--- config.mk ---
export PLATFORM = sky130hd
export DESIGN_NAME = song_sequencer_flat
export DESIGN_NICKNAME = d
export VERILOG_FILES = /design/src/rtl/song_sequencer_if.sv /design/src/rtl/song_sequencer.sv /design/src/flat_wrapper.sv
export SDC_FILE = /design/constraint.sdc
export NUM_CORES = 1
export LEC_CHECK = 0
export BUFFER_PORTS_ARGS = -buffer_cell sky130_fd_sc_hd__buf_2
export CORE_ASPECT_RATIO = 1.1
export CORE_MARGIN = 5
export CORE_UTILIZATION = 40
export CTS_CLUSTER_SIZE = 24
export DETAILED_ROUTE_END_ITERATION = 12
export PLACE_DENSITY_LB_ADDON = 0.05
export SLEW_MARGIN = 20
export SYNTH_ARGS = -nofsm -noshare
export SYNTH_HDL_FRONTEND = slang
export SYNTH_SLANG_ARGS = --single-unit
--- constraint.sdc ---
create_clock -name clk -period 3.7 [get_ports clk]
set_clock_uncertainty 0.2 [all_clocks]
set_input_delay 0.555 -clock clk [delete_from_list [all_inputs] [get_ports clk]]
set_output_delay 0.555 -clock clk [all_outputs]
set_load 0.005 [all_outputs]
--- src/rtl/song_sequencer_if.sv ---
// Bundle between the song sequencer, its note ROM and the mode multiplexer.
// master: host/ROM side that drives controls and ROM data; slave: the sequencer.
interface song_sequencer_if #(
    parameter int unsigned ADDR_W = 8
);
    logic              start;
    logic              pause;
    logic [1:0]        song_select;
    logic [1:0]        speed_select;
    logic [ADDR_W-1:0] rom_addr;
    logic [10:0]       rom_data;
    logic [3:0]        note_out;
    logic [1:0]        octave_out;
    logic [6:0]        led_out;
    logic [3:0]        num;
    logic [1:0]        num_speed;
    logic              busy;
    logic              done;

    modport master (
        output start, pause, song_select, speed_select, rom_data,
        input  rom_addr, note_out, octave_out, led_out, num, num_speed, busy, done
    );

    modport slave (
        input  start, pause, song_select, speed_select, rom_data,
        output rom_addr, note_out, octave_out, led_out, num, num_speed, busy, done
    );
endinterface

--- src/rtl/song_sequencer.sv ---
// Plays a stored song from a synchronous note ROM: addressing, note timing, gaps, pause, abort.
// Optional macro SONG_SEQUENCER_LOOP_EN: repeat the song forever instead of returning to idle.
module song_sequencer #(
    parameter int unsigned ADDR_W    = 8,
    parameter int unsigned BASE_TICK = 12_500_000,
    parameter int unsigned GAP_CYC   = 1_000_000
) (
    input  logic            clk,
    input  logic            reset,
    song_sequencer_if.slave bus
);
    localparam int unsigned UNIT_NRM = (BASE_TICK > 0) ? BASE_TICK : 1;
    localparam int unsigned UNIT_FST = (UNIT_NRM / 2 > 0) ? UNIT_NRM / 2 : 1;
    localparam int unsigned UNIT_SLW = UNIT_NRM * 2;
    localparam int unsigned UNIT_W   = $clog2(UNIT_SLW + 1);
    localparam int unsigned GAP_LAST = (GAP_CYC > 0) ? GAP_CYC - 1 : 0;
    localparam int unsigned GAP_W    = $clog2(GAP_LAST + 2);

    typedef enum logic [2:0] {
        S_IDLE,
        S_FETCH,
        S_LOAD,
        S_PLAY,
        S_GAP
    } state_e;

    state_e              state_q, state_d;
    logic [5:0]          index_q, index_d;
    logic [1:0]          song_q, song_d;
    logic [ADDR_W-1:0]   addr_q, addr_d;
    logic [3:0]          note_q, note_d;
    logic [3:0]          note_out_q, note_out_d;
    logic [1:0]          oct_q, oct_d;
    logic [6:0]          led_q, led_d;
    logic [3:0]          num_q, num_d;
    logic [1:0]          spd_q, spd_d;
    logic                busy_q, busy_d;
    logic                done_q, done_d;
    logic [UNIT_W-1:0]   unit_q, unit_d;
    logic [3:0]          units_q, units_d;
    logic [GAP_W-1:0]    gap_q, gap_d;
    logic                song_end;

    logic                rom_end_c;
    logic [1:0]          rom_oct_c;
    logic [3:0]          rom_note_c;
    logic [3:0]          rom_dur_c;
    logic                abort_c;

    assign rom_end_c  = bus.rom_data[10];
    assign rom_oct_c  = bus.rom_data[9:8];
    assign rom_note_c = bus.rom_data[7:4];
    assign rom_dur_c  = bus.rom_data[3:0];
    assign abort_c    = (state_q != S_IDLE) && (bus.song_select != song_q);

    function automatic logic [6:0] led_of(input logic [3:0] n);
        logic [6:0] l;
        l = 7'd0;
        if (n >= 4'd1 && n <= 4'd7) l = 7'd1 << (n - 4'd1);
        return l;
    endfunction

    function automatic logic [ADDR_W-1:0] addr_of(input logic [1:0] s, input logic [5:0] i);
        return ADDR_W'({s, i});
    endfunction

    // Last value of the per-unit down counter for the given speed code.
    function automatic logic [UNIT_W-1:0] unit_last(input logic [1:0] s);
        logic [UNIT_W-1:0] u;
        case (s)
            2'b01:   u = UNIT_W'(UNIT_FST - 1);
            2'b10:   u = UNIT_W'(UNIT_SLW - 1);
            default: u = UNIT_W'(UNIT_NRM - 1);
        endcase
        return u;
    endfunction

    always_ff @(posedge clk or negedge reset) begin
        if (!reset) begin
            state_q    <= S_IDLE;
            index_q    <= 6'd0;
            song_q     <= 2'd0;
            addr_q     <= '0;
            note_q     <= 4'd0;
            note_out_q <= 4'd0;
            oct_q      <= 2'd0;
            led_q      <= 7'd0;
            num_q      <= 4'd1;
            spd_q      <= 2'd0;
            busy_q     <= 1'b0;
            done_q     <= 1'b0;
            unit_q     <= '0;
            units_q    <= 4'd0;
            gap_q      <= '0;
        end else begin
            state_q    <= state_d;
            index_q    <= index_d;
            song_q     <= song_d;
            addr_q     <= addr_d;
            note_q     <= note_d;
            note_out_q <= note_out_d;
            oct_q      <= oct_d;
            led_q      <= led_d;
            num_q      <= num_d;
            spd_q      <= spd_d;
            busy_q     <= busy_d;
            done_q     <= done_d;
            unit_q     <= unit_d;
            units_q    <= units_d;
            gap_q      <= gap_d;
        end
    end

    always_comb begin
        state_d    = state_q;
        index_d    = index_q;
        song_d     = song_q;
        addr_d     = addr_q;
        note_d     = note_q;
        note_out_d = note_out_q;
        oct_d      = oct_q;
        led_d      = led_q;
        num_d      = num_q;
        spd_d      = spd_q;
        done_d     = 1'b0;
        unit_d     = unit_q;
        units_d    = units_q;
        gap_d      = gap_q;
        song_end   = 1'b0;

        case (state_q)
            S_IDLE: begin
                num_d  = 4'(bus.song_select) + 4'd1;
                song_d = bus.song_select;
                if (bus.start) begin
                    state_d = S_FETCH;
                    index_d = 6'd0;
                    addr_d  = addr_of(bus.song_select, 6'd0);
                end
            end
            S_FETCH: state_d = S_LOAD;
            S_LOAD: begin
                if (rom_end_c) begin
                    song_end = 1'b1;
                end else begin
                    note_d     = rom_note_c;
                    oct_d      = rom_oct_c;
                    spd_d      = bus.speed_select;
                    unit_d     = unit_last(bus.speed_select);
                    units_d    = (rom_dur_c == 4'd0) ? 4'd0 : rom_dur_c - 4'd1;
                    note_out_d = bus.pause ? 4'd0 : rom_note_c;
                    led_d      = bus.pause ? 7'd0 : led_of(rom_note_c);
                    state_d    = S_PLAY;
                end
            end
            S_PLAY: begin
                if (bus.pause) begin
                    note_out_d = 4'd0;
                    led_d      = 7'd0;
                end else begin
                    note_out_d = note_q;
                    led_d      = led_of(note_q);
                    if (unit_q == '0) begin
                        if (units_q == 4'd0) begin
                            state_d    = S_GAP;
                            gap_d      = GAP_W'(GAP_LAST);
                            note_out_d = 4'd0;
                            led_d      = 7'd0;
                        end else begin
                            units_d = units_q - 4'd1;
                            unit_d  = unit_last(spd_q);
                        end
                    end else begin
                        unit_d = unit_q - UNIT_W'(1);
                    end
                end
            end
            S_GAP: begin
                if (!bus.pause) begin
                    if (gap_q == '0) begin
                        if (index_q == 6'd63) begin
                            song_end = 1'b1;
                        end else begin
                            index_d = index_q + 6'd1;
                            addr_d  = addr_of(song_q, index_q + 6'd1);
                            state_d = S_FETCH;
                        end
                    end else begin
                        gap_d = gap_q - GAP_W'(1);
                    end
                end
            end
            default: state_d = S_IDLE;
        endcase

        if (song_end) begin
            done_d     = 1'b1;
            note_out_d = 4'd0;
            led_d      = 7'd0;
            oct_d      = 2'd0;
            index_d    = 6'd0;
`ifdef SONG_SEQUENCER_LOOP_EN
            state_d    = S_FETCH;
            addr_d     = addr_of(song_q, 6'd0);
`else
            state_d    = S_IDLE;
`endif
        end

        // Song change while busy restarts the new song and overrides any end-of-song event.
        if (abort_c) begin
            state_d    = S_FETCH;
            index_d    = 6'd0;
            addr_d     = addr_of(bus.song_select, 6'd0);
            song_d     = bus.song_select;
            num_d      = 4'(bus.song_select) + 4'd1;
            note_out_d = 4'd0;
            led_d      = 7'd0;
            oct_d      = 2'd0;
            done_d     = 1'b0;
        end

        busy_d = (state_d != S_IDLE);
    end

    assign bus.rom_addr   = addr_q;
    assign bus.note_out   = note_out_q;
    assign bus.octave_out = oct_q;
    assign bus.led_out    = led_q;
    assign bus.num        = num_q;
    assign bus.num_speed  = spd_q;
    assign bus.busy       = busy_q;
    assign bus.done       = done_q;
endmodule

--- src/flat_wrapper.sv ---
// flat-port wrapper written by rule: the top's interface ports become plain ports
module song_sequencer_flat 
#(
    parameter int unsigned ADDR_W    = 8,
    parameter int unsigned BASE_TICK = 12_500_000,
    parameter int unsigned GAP_CYC   = 1_000_000
)
  (clk, reset, bus_start, bus_pause, bus_song_select, bus_speed_select, bus_rom_data, bus_rom_addr, bus_note_out, bus_octave_out, bus_led_out, bus_num, bus_num_speed, bus_busy, bus_done);
  song_sequencer_if #(.ADDR_W(ADDR_W)) bus_i ();
  input  logic clk;
  input  logic reset;
  input wire logic [$bits(bus_i.start)-1:0] bus_start;
  input wire logic [$bits(bus_i.pause)-1:0] bus_pause;
  input wire logic [$bits(bus_i.song_select)-1:0] bus_song_select;
  input wire logic [$bits(bus_i.speed_select)-1:0] bus_speed_select;
  input wire logic [$bits(bus_i.rom_data)-1:0] bus_rom_data;
  output wire logic [$bits(bus_i.rom_addr)-1:0] bus_rom_addr;
  output wire logic [$bits(bus_i.note_out)-1:0] bus_note_out;
  output wire logic [$bits(bus_i.octave_out)-1:0] bus_octave_out;
  output wire logic [$bits(bus_i.led_out)-1:0] bus_led_out;
  output wire logic [$bits(bus_i.num)-1:0] bus_num;
  output wire logic [$bits(bus_i.num_speed)-1:0] bus_num_speed;
  output wire logic [$bits(bus_i.busy)-1:0] bus_busy;
  output wire logic [$bits(bus_i.done)-1:0] bus_done;
  assign bus_i.start = bus_start;
  assign bus_i.pause = bus_pause;
  assign bus_i.song_select = bus_song_select;
  assign bus_i.speed_select = bus_speed_select;
  assign bus_i.rom_data = bus_rom_data;
  assign bus_rom_addr = bus_i.rom_addr;
  assign bus_note_out = bus_i.note_out;
  assign bus_octave_out = bus_i.octave_out;
  assign bus_led_out = bus_i.led_out;
  assign bus_num = bus_i.num;
  assign bus_num_speed = bus_i.num_speed;
  assign bus_busy = bus_i.busy;
  assign bus_done = bus_i.done;
  song_sequencer #(.ADDR_W(ADDR_W), .BASE_TICK(BASE_TICK), .GAP_CYC(GAP_CYC)) u_core (.clk(clk), .reset(reset), .bus(bus_i));
endmodule
==> impl_metrics.csv <==
group,metric,value,unit
timing,grt_setup_unrepaired,"no",
synthesis,synth_top_area_share,43.3,%
timing,finalCriticalPeriod,3.10,ns
grt,grt_pass1_wl,23400,um
layout,drive_gt1_share,17.5,%
layout,syn2layout_area_growth,14.3,%
routing,ant_nets,0,
floorplanning,floorplan.rows,44,
timing,setup_viol,0,
outcome,status,"completed",
floorplanning,die_height,130,um
timing,relSlewSlack,42.1,%
routing,wl,13800,um
critical_path,required,3.74,ns
critical_path,cp-start-kind,"flop",
grt,grt_max_degree,55,
floorplanning,die-width,119,um
synthesis,synthFlopType,"dfrtp_1",
pwr,p_leak,2.66,nW
cts,insertion_delay,0.35,ns
synthesis,synth_top_family_by_area,"simple AND/OR/NAND/NOR gates",
cts,cts_buffer_depth,2,
placement,gp_congestion,0.930,
synthesis,ys_seq_elements,92,
synthesis,synthMuxAreaShare,3.05,%
synthesis,netlist_area,5260,um^2
floorplanning,core_area,13000,um^2
hold_path,hp-class,"in2async",
timing,layout_setup_ws,0.598,ns
synthesis,synthCells,578,
routing,remaining_drc_errors,0,
cts,path_clk_slew,0.07,ns
pwr,p_seq_share,39.8,%
synthesis,yosys.area.top_type,"dfrtp_1",
routing,drt_iter0_markers,268,
synthesis,synthDistinctLibCells,67,
grt,grt_usage,18.7,%
synthesis,synth_nets,613,
layout,diodes,0,
critical_path,crit_type,"reg2reg",
cts,holdBufCountCts,0,
routing,routedWlPerCell,17.5,um
placement,pre_cts_slack,0.662,ns
timing,slew_violations,0,
critical_path,critical_path_arrival,3.14,ns
pwr,power_frac_clock,26.9,%
cts,cts_resized,0,
timing,tns,0,ns
floorplanning,start_util,40.3,%
routing,viasPerCell,5.69,
cts,cts_buffers,9,
critical_path,cp_slowest_cell,"or4_1",
floorplanning,top_level_ports,48,
critical_path,path_cells,"nor4_1, nand2_1, or4_1, o21ai_0, a31oi_1, o22a_1",
critical_path,end_kind,"flop",
cts,cts_setup_buffers,0,
timing,fmax,0.322,GHz
synthesis,synth_fa_ha_area_share,3.81,%
pwr,p_switching,0.00143,W
routing,vias,4503,
synthesis,synthArstFlopShare,100,%
job,drv_cap,0,
timing,max_slew.worst_pin.slew,0.863,ns
synthesis,synth_edf_count,0,
pwr,comb_power_share,33.3,%
grt,antenna_found_initial,0,
placement,port_buffers,46,
placement,dp_hpwl,10100,um
synthesis,synth_compound_area_share,18.7,%
synthesis,synth_xor_area_share,4.00,%
synthesis,synth.avg_cell_area,9.10,um^2
grt,grt_pass1_vias,4568,
synthesis,synth_warnings,0,
pwr,power_density,610,nW/um^2
critical_path,critPathMaxStageDelay,0.77,ns
floorplanning,design.die.area,15500,um^2
pwr,peakVddDrop,0.252,mV
cts,htreeDepth,3,
cts,cts_tree,"yes",
timing,hold_violations,0,
synthesis,synth_area_leaders,"dfrtp_1, nor2_1, o21ai_0",
cts,cts_root_buf,"clkbuf_16",
routing,firstDrtPassIters,5,
cts,cts.sinks,92,
critical_path,critPathMaxFanout,10,
timing,fin_crit_sh,83.8,%
synthesis,synth_simple_gate_area_share,23.2,%
synthesis,ys_seq_area_share,43.8,%
grt,grt_overflow,0,
pwr,p_sw_share,39.1,%
layout,nets,660,
pwr,intPower,0.00223,W
worst max-delay path, delay by kind of cell, from the launching register on:
family	cells	cell delay, ns
and+or+nand+nor	3	1.49
AOI/OAI and AO/OA	3	0.86
DFF	1	0.44
final cells by class:
class / instances / area [um^2]
clock buffer: 9 / 225
inverter: 16 / 60.1
sequential: 92 / 2300
clock inverter: 7 / 87.6
timing repair buffer: 61 / 345
tap: 161 / 201
fill: 1297 / 7040
multi-input combinational: 445 / 2790
per-stage QoR:
step                hold slack [ns]  util [%]  std cells  power, W  area, um^2
finish                       0.0579      46.0        791   0.00367        6010
global placement              0.263      43.7        775   0.00267        5700
floorplan                    0.0594         -        578   0.00226        5260
detailed placement            0.268      43.7        775   0.00270        5700
global route                  0.128      46.0        791   0.00393        6010
CTS                          0.0869      46.0        791   0.00371        6010
logic make-up after synthesis:
kind of cell	count (synthesis)
other cells	1
simple gates	241
fa+ha+maj	16
compound gates	149
flops	92
xor+xnor	24
mux	14
buf+inv	41
worst paths after layout:
path | startpoint | end | slack (ns) | cells past startpoint
min | reset | u_core.bus.note_out[2] | 0.06 | 1
max in group asynchronous | reset | u_core.unit_q[1] | 2.47 | 2
min reg2reg | u_core.bus.rom_addr[3] | u_core.bus.rom_addr[3] | 0.28 | 1
min in group clk | bus_song_select[1] | u_core.song_q[1] | 0.17 | 1
max reg2reg | u_core.unit_q[8] | u_core.unit_q[23] | 0.60 | 6
max | u_core.unit_q[8] | u_core.unit_q[23] | 0.60 | 6
flip-flops by register name, indices dropped and copies added, names as in the netlist, 3 cells and up:
| register | count |
|---|---|
| u_core.unit_q | 25 |
| u_core.gap_q | 20 |
| u_core.bus.rom_addr | 8 |
| u_core.bus.led_out | 7 |
| u_core.index_q | 6 |
| u_core.bus.note_out | 4 |
| u_core.note_q | 4 |
| u_core.units_q | 4 |
| u_core.bus.num | 3 |
| u_core.state_q | 3 |
layer usage:
layer / up-vias / GRT usage, % / wire, um / part of all wire [%]
met5: - / 0 / 0 / 0
met4: 0 / 8.02 / 242 / 1.8
met3: 18 / 2.43 / 471 / 3.4
met2: 100 / 31.9 / 6780 / 49
met1: 2171 / 24.1 / 6330 / 46
li1: 2214 / - / - / -
layout by cell type, fill, tap and decap left out, types with 8 or more instances in the layout:
master,n
a22oi_1,9
a21o_1,8
inv_1,16
ha_1,16
nor4_1,12
o21ai_0,44
nand2_1,50
mux2_2,8
nand3_1,29
a31oi_1,11
xnor2_1,10
a21oi_1,24
o31ai_1,8
buf_2,45
nor2_1,67
nor3_1,26
xor2_1,14
dfrtp_1,91
clkbuf_16,9
buf_4,16
Yosys cell counts, types with 3 or more instances:
library cell and instances:
dfrtp_1 91, nand2b_1 6, o2bb2ai_1 3, a31oi_1 11, o32ai_1 3, o22a_1 3
a21o_1 8, clkbuf_1 20, inv_1 16, nor3b_1 5, or4_1 4, nor4_1 12
a21oi_1 24, xor2_1 14, mux2i_1 4, nand3b_1 4, a22oi_1 9, nor2_1 67
o311ai_0 3, o31ai_1 9, or2_2 3, ha_1 16, a21o_2 4, or4_4 3
nand4_1 3, o21ai_0 44, mux2_2 8, or3_1 7, a211oi_1 5, or3_2 3
o22ai_1 5, nand2_1 50, a32oi_1 3, xnor2_1 10, nor3_1 26, and2_1 3
nand3_1 29, and3_1 5
power groups by stage:
| stage | clock [W] | combinational [W] | sequential (W) |
|---|---|---|---|
| after floorplan | 0 | 0.000851 | 0.00141 |
| after global placement | 0 | 0.00121 | 0.00147 |
| after detailed placement | 0 | 0.00123 | 0.00147 |
| after CTS | 0.00102 | 0.00123 | 0.00146 |
| after global routing | 0.00106 | 0.00137 | 0.00150 |
| final | 0.000986 | 0.00122 | 0.00146 |
No activity file was read; power rests on OpenSTA's default activity.
